**src/rtl/regfile_wr_arbiter.sv**
```systemverilog
// Round-robin arbiter sharing the register file write port among writeback units.
// The granted write is staged one cycle and forwarded to the read ports.
module regfile_wr_arbiter #(
  parameter int N_REQ         = 3,
  parameter int N_ENTRIES     = 32,
  parameter int ENTRY_WIDTH   = 32,
  parameter int N_READ_PORTS  = 2,
  parameter bit HARDWIRE_ZERO = 1'b1,
  localparam int PTR_WIDTH    = $clog2(N_ENTRIES)
) (
  input  logic                                      clk,
  input  logic                                      rst_aL,
  input  logic                                      stall,
  input  logic [N_REQ-1:0]                          req_valid,
  input  logic [N_REQ-1:0][PTR_WIDTH-1:0]           req_addr,
  input  logic [N_REQ-1:0][ENTRY_WIDTH-1:0]         req_data,
  output logic [N_REQ-1:0]                          req_ready,
  output logic                                      rf_wr_en,
  output logic [PTR_WIDTH-1:0]                      rf_wr_addr,
  output logic [ENTRY_WIDTH-1:0]                    rf_wr_data,
  input  logic [N_READ_PORTS-1:0][PTR_WIDTH-1:0]    rd_addr,
  input  logic [N_READ_PORTS-1:0][ENTRY_WIDTH-1:0]  rf_rd_data,
  output logic [N_READ_PORTS-1:0][ENTRY_WIDTH-1:0]  rd_data
);

  localparam int RR_W = $clog2(N_REQ);

  logic [RR_W-1:0]        rr_ptr;
  logic [RR_W-1:0]        grant_idx;
  logic                   grant_vld;
  logic                   stg_en;
  logic [PTR_WIDTH-1:0]   stg_addr;
  logic [ENTRY_WIDTH-1:0] stg_data;

  // Circular scan starting at rr_ptr; the first valid requester wins.
  always_comb begin : grant_scan
    int idx;
    // NOTE: every variable driven here gets a default before any branch,
    // otherwise synthesis infers a latch to hold the old value.
    grant_vld = 1'b0;
    grant_idx = '0;
    req_ready = '0;
    idx       = 0;
    if (rst_aL && !stall) begin
      for (int k = 0; k < N_REQ; k++) begin
        idx = int'(rr_ptr) + k;
        if (idx >= N_REQ) idx = idx - N_REQ;
        if (!grant_vld && req_valid[idx]) begin
          grant_vld = 1'b1;
          grant_idx = idx[RR_W-1:0];
        end
      end
    end
    if (grant_vld) req_ready[grant_idx] = 1'b1;
  end

  // NOTE: sequential state uses non-blocking assignments so every register
  // samples the pre-edge values, independent of statement order.
  always_ff @(posedge clk or negedge rst_aL) begin
    if (!rst_aL) begin
      rr_ptr   <= '0;
      stg_en   <= 1'b0;
      stg_addr <= '0;
      stg_data <= '0;
    end else begin
      stg_en <= 1'b0;
      if (grant_vld) begin
        rr_ptr   <= (grant_idx == RR_W'(N_REQ - 1)) ? '0 : grant_idx + 1'b1;
        stg_addr <= req_addr[grant_idx];
        stg_data <= req_data[grant_idx];
        // Writes to the hardwired zero register are accepted but dropped.
        stg_en   <= !(HARDWIRE_ZERO && (req_addr[grant_idx] == '0));
      end
    end
  end

  assign rf_wr_en   = stg_en;
  assign rf_wr_addr = stg_addr;
  assign rf_wr_data = stg_data;

  // Bypass the staged write so readers see it before the regfile commits it.
  always_comb begin
    rd_data = rf_rd_data;
    for (int p = 0; p < N_READ_PORTS; p++) begin
      if (HARDWIRE_ZERO && (rd_addr[p] == '0))
        rd_data[p] = '0;
      else if (stg_en && (stg_addr == rd_addr[p]))
        rd_data[p] = stg_data;
    end
  end

endmodule

```
**config.mk**
```make
export PLATFORM = sky130hd
export DESIGN_NAME = regfile_wr_arbiter
export DESIGN_NICKNAME = d
export VERILOG_FILES = /design/src/rtl/regfile_wr_arbiter.sv
export SDC_FILE = /design/constraint.sdc
export NUM_CORES = 1
export LEC_CHECK = 0
export CAP_MARGIN = 40
export CORE_AREA = 2 2 116 118
export CTS_CLUSTER_SIZE = 30
export DETAILED_ROUTE_END_ITERATION = 6
export DIE_AREA = 0 0 118 120
export HOLD_SLACK_MARGIN = 0.03
export PLACE_DENSITY = 0.67
export SLEW_MARGIN = 40
export SYNTH_ARGS = -nofsm -noshare
export SYNTH_HDL_FRONTEND = slang
export SYNTH_SLANG_ARGS = --single-unit
```
**constraint.sdc**
```tcl
create_clock -name clk -period 6.15 [get_ports clk]
set_input_delay 1.23 -clock clk [delete_from_list [all_inputs] [get_ports clk]]
set_output_delay 1.23 -clock clk [all_outputs]
set_load 0.01 [all_outputs]
```
Word level (Yosys, flattened, before mapping)
Cells that the tools add are included.
Widths: inputs -> output; s select.
- bits in registers: 40
- input port bits: 191
- output and inout bits: 105
- logic and storage cells: 72
- add/subtract/negate cells: 6
- magnitude comparators: 8
- eq/ne operators: 3
- mux-type cells: 38
- reduce and logical (&&, ||, !) cells: 13
- operators by type and width (operator ; number):
    $mux 32 ; 11
    $lt 32x4->1 const B ; 3
    $bmux 32 s2 ; 1
    $logic_not 5->1 ; 3
    $mux 1 ; 14
    $bmux 5 s2 ; 1
    $eq 5x5->1 ; 2
    $mux 2 ; 5
    $sub 3x2->4 const B ; 2
    $bmux 1 s2 ; 3
    $ge 3x2->1 const B ; 2
    $logic_and 1x1->1 ; 6
    $mux 5 ; 1
    $logic_not 1->1 ; 4
    $add 2x1->3 const B ; 1
    $add 2x2->3 const B ; 1
    $lt 2x3->1 const B ; 1
    $mux 3 ; 1
    $sub 2x2->3 const B ; 1
    $add 2x1->2 const B ; 1
    $demux 1 s2 ; 1
    $eq 2x2->1 const B ; 1
    $ge 2x1->1 const B ; 1
    $ge 2x2->1 const B ; 1

Logic depth before layout (Yosys ltp)
Gate-level depths: netlist (run 1).
- depth after elaboration: 21
- gate-level depth with buffers: 10
- gate-level depth less buffers: 8

Worst setup path before layout (run 1)
Ideal clock, no wire load.
- path type: in2out
- from: in rd_addr[8] (netlist bit)
- to: out rd_data[33] (netlist bit)
- data arrival time: 2.522 ns
- data required time: 4.920 ns
- setup slack: 2.398 ns
- stages: 7
- cells stage by stage: xor2_1 -> nor4_1 -> and3_1 -> clkbuf_1 -> buf_2 -> mux2i_1 -> nor2_1
- RTL lines (element ; line ; source):
    start: declaration ; 21 ; input logic [N_READ_PORTS-1:0][PTR_WIDTH-1:0] rd_addr,
    end: declaration ; 23 ; output logic [N_READ_PORTS-1:0][ENTRY_WIDTH-1:0] rd_data

==> results of run 1 <==
cell type report:
type / count / area [sq um]
well taps: 176 / 220
inverters: 5 / 18.8
fillers: 1236 / 6480
clock buffers: 8 / 146
repair buffers: 308 / 3070
flip-flops and latches: 40 / 1000
multi-input cells: 257 / 2040
registers in the layout, indices dropped and copies added, names as in the netlist:
| register | cells |
|---|---|
| rf_wr_addr | 5 |
| rr_ptr | 2 |
| rf_wr_data | 32 |
| rf_wr_en | 1 |
cell usage in the layout, fill, tap and decap left out, types with 2 or more instances in the layout:
master,n
xor2_1,8
dfrtp_1,40
o21ai_1,2
ha_1,4
nor4_1,2
a31oi_1,2
inv_1,5
clkdlybuf4s50_1,294
a221o_1,37
a22o_1,37
and3_2,2
buf_4,11
a21o_1,2
or4_1,4
clkbuf_1,2
nor2_1,67
nand2_1,2
mux2i_1,67
buf_12,2
nor2_2,2
clkbuf_16,5
xnor2_1,2
o21ai_0,2
power breakdown:
part	internal, W	total (W)	switching, W
clock network	0.000162	0.000264	0.000102
registers	0.000398	0.000584	0.000186
logic	0.000699	0.00116	0.000466
cell usage after synthesis (all sizes together), types with 3 or more instances:
| cell type | instances | share of area, % |
|---|---|---|
| nor2 | 69 | 8.2 |
| ha | 4 | 1.6 |
| nor3 | 3 | 0.63 |
| dfrtp | 40 | 32 |
| inv | 5 | 0.59 |
| mux2i | 68 | 22 |
| a22o | 37 | 10 |
| o21ai | 4 | 0.63 |
| a221o | 37 | 12 |
| buf | 11 | 2.1 |
| or4 | 4 | 0.95 |
| xor2 | 8 | 2.2 |
| clkbuf | 19 | 2.2 |
final timing paths:
path	depth (start not counted)	slack [ns]	end
worst max-delay path	8	1.01	rd_data[2]
worst min-delay path	1	0.55	rr_ptr[0]
worst max register to register	9	3.29	rf_wr_data[15]
worst min register to register	1	0.55	rr_ptr[0]
max in group asynchronous	2	4.69	rf_wr_data[10]
min in group asynchronous	2	1.08	rf_wr_data[30]
cell families after synthesis:
group	after synthesis
buf+inv	35
simple gates	87
flops	40
fa+ha+maj	4
compound gates	88
mux	68
xor+xnor	10
critical path, stage by stage:
cell	delay, ns
clkdlybuf4s50_1	0.44
xor2_1	0.15
nor4_1	0.27
and3_2	0.68
buf_4	0.33
mux2i_1	0.20
nor2_1	0.06
clkdlybuf4s50_1	0.53
per-stage QoR:
stage,instance area (sq um),total power [W],setup slack (ns),std cells
floorplan,3170,0.00112,2.40,332
global placement,6350,0.00174,0.954,786
detailed placement,6350,0.00176,0.974,786
CTS,6500,0.00203,0.964,794
global route,6500,0.00213,0.831,794
finish,6500,0.00201,1.01,794
per-layer routing:
metal	track usage (%)	wire (um)	vias up
li1	-	-	1838
met1	25.2	6390	1960
met2	38.6	8190	175
met3	5.13	1060	20
met4	6.55	356	0
met5	0	0	-
==> summary.md, run 1 <==
| Metric | Value |
|---|---|
| Status | `completed` |
| Syn. warnings | `0` |
| Largest family of logic cells by synthesized area | `compound AO/OA/AOI/OAI gates` |
| Worst Path Arrival | `3.91 ns` |
| Drt drc | `0` |
| Synth cell types | `34` |
| TritonCTS Sinks | `40` |
| CP Capture Type | `output pin` |
| WP data required | `4.92 ns` |
| Post-synthesis xor/xnor area fraction | `2.76%` |
| Clock skew | `0.00532 ns` |
| Die Ht | `120 um` |
| RSZ-0062 raised after global routing | `false` |
| Max Slew Vio Count | `0` |
| Layout cells sized above 1 | `5.02%` |
| Hold Path Class | `flop to flop` |
| Detailed Route WL | `16000 um` |
| Worst-path clk slew | `0.06 ns` |
| EDFF count, synth | `0` |
| H-tree Lvls | `2` |
| Clk root buf | `clkbuf_16` |
| Area Growth Syn to Fin | `105%` |
| Crit Path Max Fanout | `21` |
| DR vias/cell | `5.03` |
| Mux share of post-synthesis cell area | `21.6%` |
| Core Rows | `42` |
| CTS tree | `done` |
| Largest net degree at the start of global routing | `41` |
| Cell area after synthesis | `3170 sq um` |
| GPL Wtd Cong | `0.930` |
| Fin. Hold Viols | `0` |
| Cell Pwr Density | `310 nW/um^2` |
| FFs w/ async S/R, synth | `100%` |
| WS Path Type | `primary input to output pin` |
| Gr usage total | `21.4%` |
| Slew HR | `53.7%` |
| Grt ovf | `0` |
| HP Start | `rr_ptr[0]` |
| Setup TNS | `0 ns` |
| Adder-Cell Fraction of Synth Area | `1.58%` |
| DR WL/cell | `20.2 um` |
| N_diodes | `0` |
| DR pass1 iterations | `5` |
| Setup crit start kind | `primary input` |
| Synth Area in Compound Gates | `25.5%` |
| Clock buffer depth | `2` |
| Final hold slack | `0.545 ns` |
| First-pass GRT wire length | `23500 um` |
| Core area | `13000 sq um` |
| Simple-Gate Fraction of Synth Area | `12.1%` |
| Final period util | `83.6%` |
| PortBufs | `295` |
| Initial antenna violation count | `0` |
| Seq cells post-synth | `40` |
| Max Cap Viol | `0` |
| Worst vdd ir | `0.000213 V` |
| Post-Synthesis Cells | `332` |
| Leakage | `2.47 nW` |
| Tightest Pin Transition | `0.694 ns` |
| Vias in the first global route | `3997` |
| Final setup violation count | `0` |
| Hold buffer count at cts | `0` |
| Number of DRC markers in iteration 0 | `165` |
| Syn Nets | `527` |
| DP Wirelength | `12500 um` |
| Boundary Pins | `296` |
| Post-cts resize count | `0` |
| Maximum clock rate | `194 MHz` |
| Post-layout min period | `5.14 ns` |
| Initial core utilization | `24.4%` |
| CTS buffer count | `5` |
| Die width | `118 um` |
| Die area | `14200 sq um` |
| Latest clock arrival within the worst-skew pair | `0.28 ns` |
| CP startpoint | `rd_addr[2]` |
| Nets | `812` |
| Vias post-DR | `3993` |
| Post-layout util | `50.1%` |
| Postcts setup bufs | `0` |
| Register area share after synthesis | `31.5%` |
| Mean Syn Cell Area | `9.56 sq um` |
| Top_reg_cell synth | `dfrtp_1` |
| RR Startpoint | `rr_ptr[0]` |
| Post-route ant nets | `0` |
Note: power is estimated with default switching activity, not from simulation.
==> inputs of run 2 (changes only) <==
- clock period: 6.15 -> 4.8 ns (I/O delays scaled with it)
==> run 2 against run 1 <==
Highest routed layer unchanged. Largest power group unchanged. Sequential power grew 32%. Sequential share of layout area is essentially flat. Via count shrank 0.50%. Cell count is the same. Critical endpoint is now rd_data[51]. Hold slack gained 0.011 ns. Utilization shrank 0.12 points. Setup slack lost 0.48 ns. Largest cell class unchanged. Non-clock buffer count shrank 1. Clock power grew 30%. Sequential cell count is the same.
==> summary.md, run 2 (same netlist as run 1, synthesis figures left out) <==
| Metric | Value |
|---|---|
| Status | `completed (unchanged)` |
| Postcts setup bufs | `0 (unchanged)` |
| Worst vdd ir | `0.000202 V (was 0.000213 V)` |
| WS Path Type | `primary input to output pin (unchanged)` |
| Hold buffer count at cts | `0 (unchanged)` |
| Slew HR | `62.4% (was 53.7%)` |
| Post-Place Cell Area | `6330 sq um (was 6350 sq um)` |
| Max reg flops | `32 (unchanged)` |
| Reg-to-reg slack, setup | `2.09 ns (was 3.29 ns)` |
| Setup crit start kind | `primary input (unchanged)` |
| Core area | `13000 sq um (unchanged)` |
| CP Capture Type | `output pin (unchanged)` |
| WP data required | `3.84 ns (was 4.92 ns)` |
| First-pass GRT wire length | `24400 um (was 23500 um)` |
| Max Cap Viol | `0 (unchanged)` |
| Nets | `811 (was 812)` |
| Cell Pwr Density | `402 nW/um^2 (was 310 nW/um^2)` |
| Core Rows | `42 (unchanged)` |
| Worst-path clk slew | `0.06 ns (about the same)` |
| Final Power | `0.00260 W (was 0.00201 W)` |
| Hold Path Stages | `1 (unchanged)` |
| Die Ht | `120 um (unchanged)` |
| Die width | `118 um (unchanged)` |
| Post-cts resize count | `0 (unchanged)` |
| Largest net degree at the start of global routing | `41 (unchanged)` |
| Clock buffer depth | `2 (unchanged)` |
| Layout cells sized above 1 | `5.19% (was 5.02%)` |
| Tightest Pin Transition | `0.564 ns (was 0.694 ns)` |
| Final period util | `89.1%` |
| Setup TNS | `0 ns (unchanged)` |
| Finished Cell Area | `6480 sq um (was 6500 sq um)` |
| TritonCTS Sinks | `40 (unchanged)` |
| PortBufs | `295 (unchanged)` |
| Worst Path Arrival | `3.32 ns (was 3.91 ns)` |
| Clock skew | `0.00708 ns (was 0.00532 ns)` |
| Clk root buf | `clkbuf_16 (unchanged)` |
| Drt drc | `0 (unchanged)` |
| Post-layout util | `50.0% (was 50.1%)` |
| Cell depth of the worst flop-to-flop path | `9 (unchanged)` |
| Post-layout min period | `4.28 ns` |
| Maximum clock rate | `234 MHz` |
| Crit Path Max Fanout | `18 (was 21)` |
| Most common cell after layout, fill and taps aside | `clkdlybuf4s50_1 (unchanged)` |
| H-tree Lvls | `2 (unchanged)` |
| Fill cells | `1269 (was 1236)` |
| Boundary Pins | `296 (unchanged)` |
| Gr usage total | `22.3% (was 21.4%)` |
| Grt ovf | `0 (unchanged)` |
| DR WL/cell | `20.8 um (was 20.2 um)` |
| GPL Wtd Cong | `0.892 (was 0.930)` |
| Vias post-DR | `3973 (was 3993)` |
| Leakage | `2.46 nW (was 2.47 nW)` |
| Initial antenna violation count | `1 (was 0)` |
| DP Wirelength | `12800 um (was 12500 um)` |
| CTS tree | `done (unchanged)` |
| DR vias/cell | `5.00 (was 5.03)` |
| Latest clock arrival within the worst-skew pair | `0.28 ns (about the same)` |
| Max Slew Vio Count | `0 (unchanged)` |
| Number of DRC markers in iteration 0 | `185 (was 165)` |
| DR pass1 iterations | `4 (was 5)` |
| Final hold slack | `0.556 ns (was 0.545 ns)` |
| Detailed Route WL | `16500 um (was 16000 um)` |
| CTS buffer count | `5 (unchanged)` |
| Most frequent cells in the layout | `clkdlybuf4s50_1, mux2i_1, nor2_1 (unchanged)` |
| Initial core utilization | `24.4% (unchanged)` |
| Fin. Hold Viols | `0 (unchanged)` |
| Area Growth Syn to Fin | `104% (was 105%)` |
| Die area | `14200 sq um (unchanged)` |
| RSZ-0062 raised after global routing | `false (unchanged)` |
| Post-route ant nets | `0 (unchanged)` |
| Vias in the first global route | `4091 (was 3997)` |
| Hold Path Class | `flop to flop (unchanged)` |
| Final setup violation count | `0 (unchanged)` |
==> run 2: cell count changes in the layout (fill, tap and decap cells not counted) <==
cell,before,now
clkbuf_1,2,0
diode_2,0,1
clkinv_2,0,2
buf_12,2,1
==> run 2: critical path, stage by stage <==
cell	delay [ns]
clkdlybuf4s50_1	0.43
xor2_1	0.17
nor4_1	0.27
and3_2	0.25
buf_4	0.33
mux2i_1	0.35
nor2_1	0.07
clkdlybuf4s50_1	0.48
==> run 2: stage by stage <==
step,worst slack (ns),std cells
floorplan,1.59,332
global placement,0.536,785
detailed placement,0.519,785
CTS,0.520,793
global route,0.419,794
finish,0.523,794
==> run 2: metal layers <==
layer	GRT usage (%)	vias up	routed length (um)	share of wire (%)
li1	-	1832	-	-
met1	26.3	1951	6610	40
met2	41.3	176	8770	53
met3	4.66	14	964	5.8
met4	4.74	0	185	1.1
met5	0	-	0	0
==> run 2: cell type report <==
type / instances / area, sq um / area share [%]
multi-input cells: 257 / 2040 / 31.5
repair buffers: 307 / 3050 / 47.0
diodes: 1 / 2.50 / 0.0386
flip-flops and latches: 40 / 1000 / 15.4
clock buffers: 6 / 139 / 2.14
inverters: 5 / 18.8 / 0.289
clock inverters: 2 / 10.0 / 0.154
well taps: 176 / 220 / 3.40
==> run 2: worst paths after layout <==
kind,startpoint,end
max,rd_addr[8],rd_data[51]
min,rr_ptr[1],rr_ptr[1]
max reg2reg,rr_ptr[1],rf_wr_data[19]
min reg2reg,rr_ptr[1],rr_ptr[1]
max in group asynchronous,rst_aL,rf_wr_data[15]
min in group asynchronous,rst_aL,rf_wr_addr[4]
==> run 2: where the power goes <==
group	leakage [nW]	internal (W)	switching (W)
Sequential	0.481	0.000510	0.000260
Clock	0.0766	0.000205	0.000137
Combinational	1.91	0.000893	0.000599
==> inputs of run 3 (changes only) <==
- HOLD_SLACK_MARGIN: 0.03 -> unset
- MAX_ROUTING_LAYER: unset -> met4
==> run 3 against run 2 <==
Non-clock buffer count did not move. Highest routed layer unchanged. Sequential share of layout area barely moved. Largest power group unchanged. Sequential cell count did not move. Die area did not move.
==> summary.md, run 3 (same netlist as run 1, synthesis figures left out) <==
| Metric | Value |
|---|---|
| Status | `completed (unchanged)` |
| Met3 Use GR | `3.28% (was 4.66%)` |
| N_diodes | `0 (was 1)` |
| CP Capture Type | `output pin (unchanged)` |
| Post-layout min period | `4.28 ns (about the same)` |
| Tightest Pin Transition | `0.554 ns (was 0.564 ns)` |
| Most frequent cells in the layout | `clkdlybuf4s50_1, mux2i_1, nor2_1 (unchanged)` |
| Hold Path Class | `flop to flop (unchanged)` |
| Final period util | `89.1% (about the same)` |
| Post-route ant nets | `0 (unchanged)` |
| Hold buffer count at cts | `0 (unchanged)` |
| Drt drc | `0 (unchanged)` |
| Final hold slack | `0.569 ns (was 0.556 ns)` |
| PortBufs | `295 (unchanged)` |
| Boundary Pins | `296 (unchanged)` |
| Area Growth Syn to Fin | `104% (about the same)` |
| Met1 GRT Util | `26.8% (was 26.3%)` |
| Max reg flops | `32 (unchanged)` |
| Grt ovf | `0 (unchanged)` |
| Vias post-DR | `4040 (was 3973)` |
| WP data required | `3.84 ns (about the same)` |
| Die width | `118 um (unchanged)` |
| Setup crit start kind | `primary input (unchanged)` |
| Initial antenna violation count | `0 (was 1)` |
| Die Ht | `120 um (unchanged)` |
| Post-cts resize count | `0 (unchanged)` |
| CTS buffer count | `5 (unchanged)` |
| Final setup violation count | `0 (unchanged)` |
| DR vias/cell | `5.09 (was 5.00)` |
| Worst vdd ir | `0.000244 V (was 0.000202 V)` |
| Clk root buf | `clkbuf_16 (unchanged)` |
| First-pass GRT wire length | `24400 um (unchanged)` |
| TritonCTS Sinks | `40 (unchanged)` |
| Crit Path Max Fanout | `18 (unchanged)` |
| WS Path Type | `primary input to output pin (unchanged)` |
| Cell count after placement | `785 (unchanged)` |
| Slew HR | `63.1% (was 62.4%)` |
| Number of DRC markers in iteration 0 | `142 (was 185)` |
| Cell Pwr Density | `403 nW/um^2 (was 402 nW/um^2)` |
| Top Usage Layer GRT | `met2 (unchanged)` |
| Max Slew Vio Count | `0 (unchanged)` |
| Met2 Use GR | `41.0% (was 41.3%)` |
| Core area | `13000 sq um (unchanged)` |
| Maximum clock rate | `234 MHz (about the same)` |
| DR pass1 iterations | `4 (unchanged)` |
| Detailed Route WL | `16500 um (about the same)` |
| RSZ-0062 raised after global routing | `false (unchanged)` |
| Fin. Hold Viols | `0 (unchanged)` |
| Most common cell after layout, fill and taps aside | `clkdlybuf4s50_1 (unchanged)` |
| CTS tree | `done (unchanged)` |
| Post-layout util | `49.9% (was 50.0%)` |
| Max Cap Viol | `0 (unchanged)` |
| Die area | `14200 sq um (unchanged)` |
| Final Power | `0.00261 W (was 0.00260 W)` |
| Worst Path Arrival | `3.32 ns (about the same)` |
| Leakage | `2.46 nW (about the same)` |
| Gr usage total | `22.8% (was 22.3%)` |
| Clock skew | `0.00377 ns (was 0.00708 ns)` |
| Setup TNS | `0 ns (unchanged)` |
| Fin cells | `793 (was 794)` |
| Core Rows | `42 (unchanged)` |
| Initial core utilization | `24.4% (unchanged)` |
| Clock buffer depth | `2 (unchanged)` |
| Latest clock arrival within the worst-skew pair | `0.28 ns (about the same)` |
| GPL Wtd Cong | `0.933 (was 0.892)` |
| H-tree Lvls | `2 (unchanged)` |
| DP Wirelength | `12800 um (about the same)` |
| Postcts setup bufs | `0 (unchanged)` |
| Nets | `811 (unchanged)` |
| DR WL/cell | `20.8 um (about the same)` |
| Largest net degree at the start of global routing | `41 (unchanged)` |
| Vias in the first global route | `4146 (was 4091)` |
| Layout cells sized above 1 | `5.19% (unchanged)` |
| Worst-path clk slew | `0.06 ns (about the same)` |
==> run 3: routing by layer <==
| layer | routed length, um | part of all wire, % |
|---|---|---|
| met1 | 6650 | 40 |
| met2 | 8540 | 52 |
| met3 | 933 | 5.7 |
| met4 | 333 | 2.0 |
| met5 | 0 | 0 |
==> run 3: per-stage QoR <==
| step | setup WS [ns] | cell area (sq um) |
|---|---|---|
| floorplan | 1.59 | 3170 |
| CTS | 0.513 | 6480 |
| global placement | 0.568 | 6330 |
| global route | 0.404 | 6480 |
| finish | 0.523 | 6480 |
| detailed placement | 0.520 | 6330 |
==> run 3: worst paths after layout <==
path	startpoint	to	slack, ns	cells after the start
setup / recovery	rd_addr[8]	rd_data[51]	0.52	8
hold / removal	rr_ptr[0]	rr_ptr[0]	0.57	1
setup reg to reg	rr_ptr[0]	rf_wr_data[9]	2.12	8
hold reg to reg	rr_ptr[0]	rr_ptr[0]	0.57	1
max in group asynchronous	rst_aL	rr_ptr[0]	3.59	2
min in group asynchronous	rst_aL	rf_wr_data[25]	0.82	2
==> run 3: final cells by class <==
class                           count  area [sq um]
Fill cell                        1240          6500
Timing Repair Buffer              307          3050
Multi-Input combinational cell    257          2040
Sequential cell                    40          1000
Tap cell                          176           220
Clock buffer                        6           139
Inverter                            5          18.8
Clock inverter                      2          10.0
==> run 3: power breakdown <==
| group | switching (W) | internal (W) | total (W) |
|---|---|---|---|
| clock network | 0.000138 | 0.000205 | 0.000343 |
| registers | 0.000263 | 0.000510 | 0.000772 |
| logic | 0.000602 | 0.000894 | 0.00150 |
| total | 0.00100 | 0.00161 | 0.00261 |
==> run 3: worst max-delay path, stage by stage <==
cell and delay [ns]:
clkdlybuf4s50_1 0.45, xor2_1 0.18, nor4_1 0.26, and3_2 0.23, buf_4 0.32, mux2i_1 0.35, nor2_1 0.07, clkdlybuf4s50_1 0.48
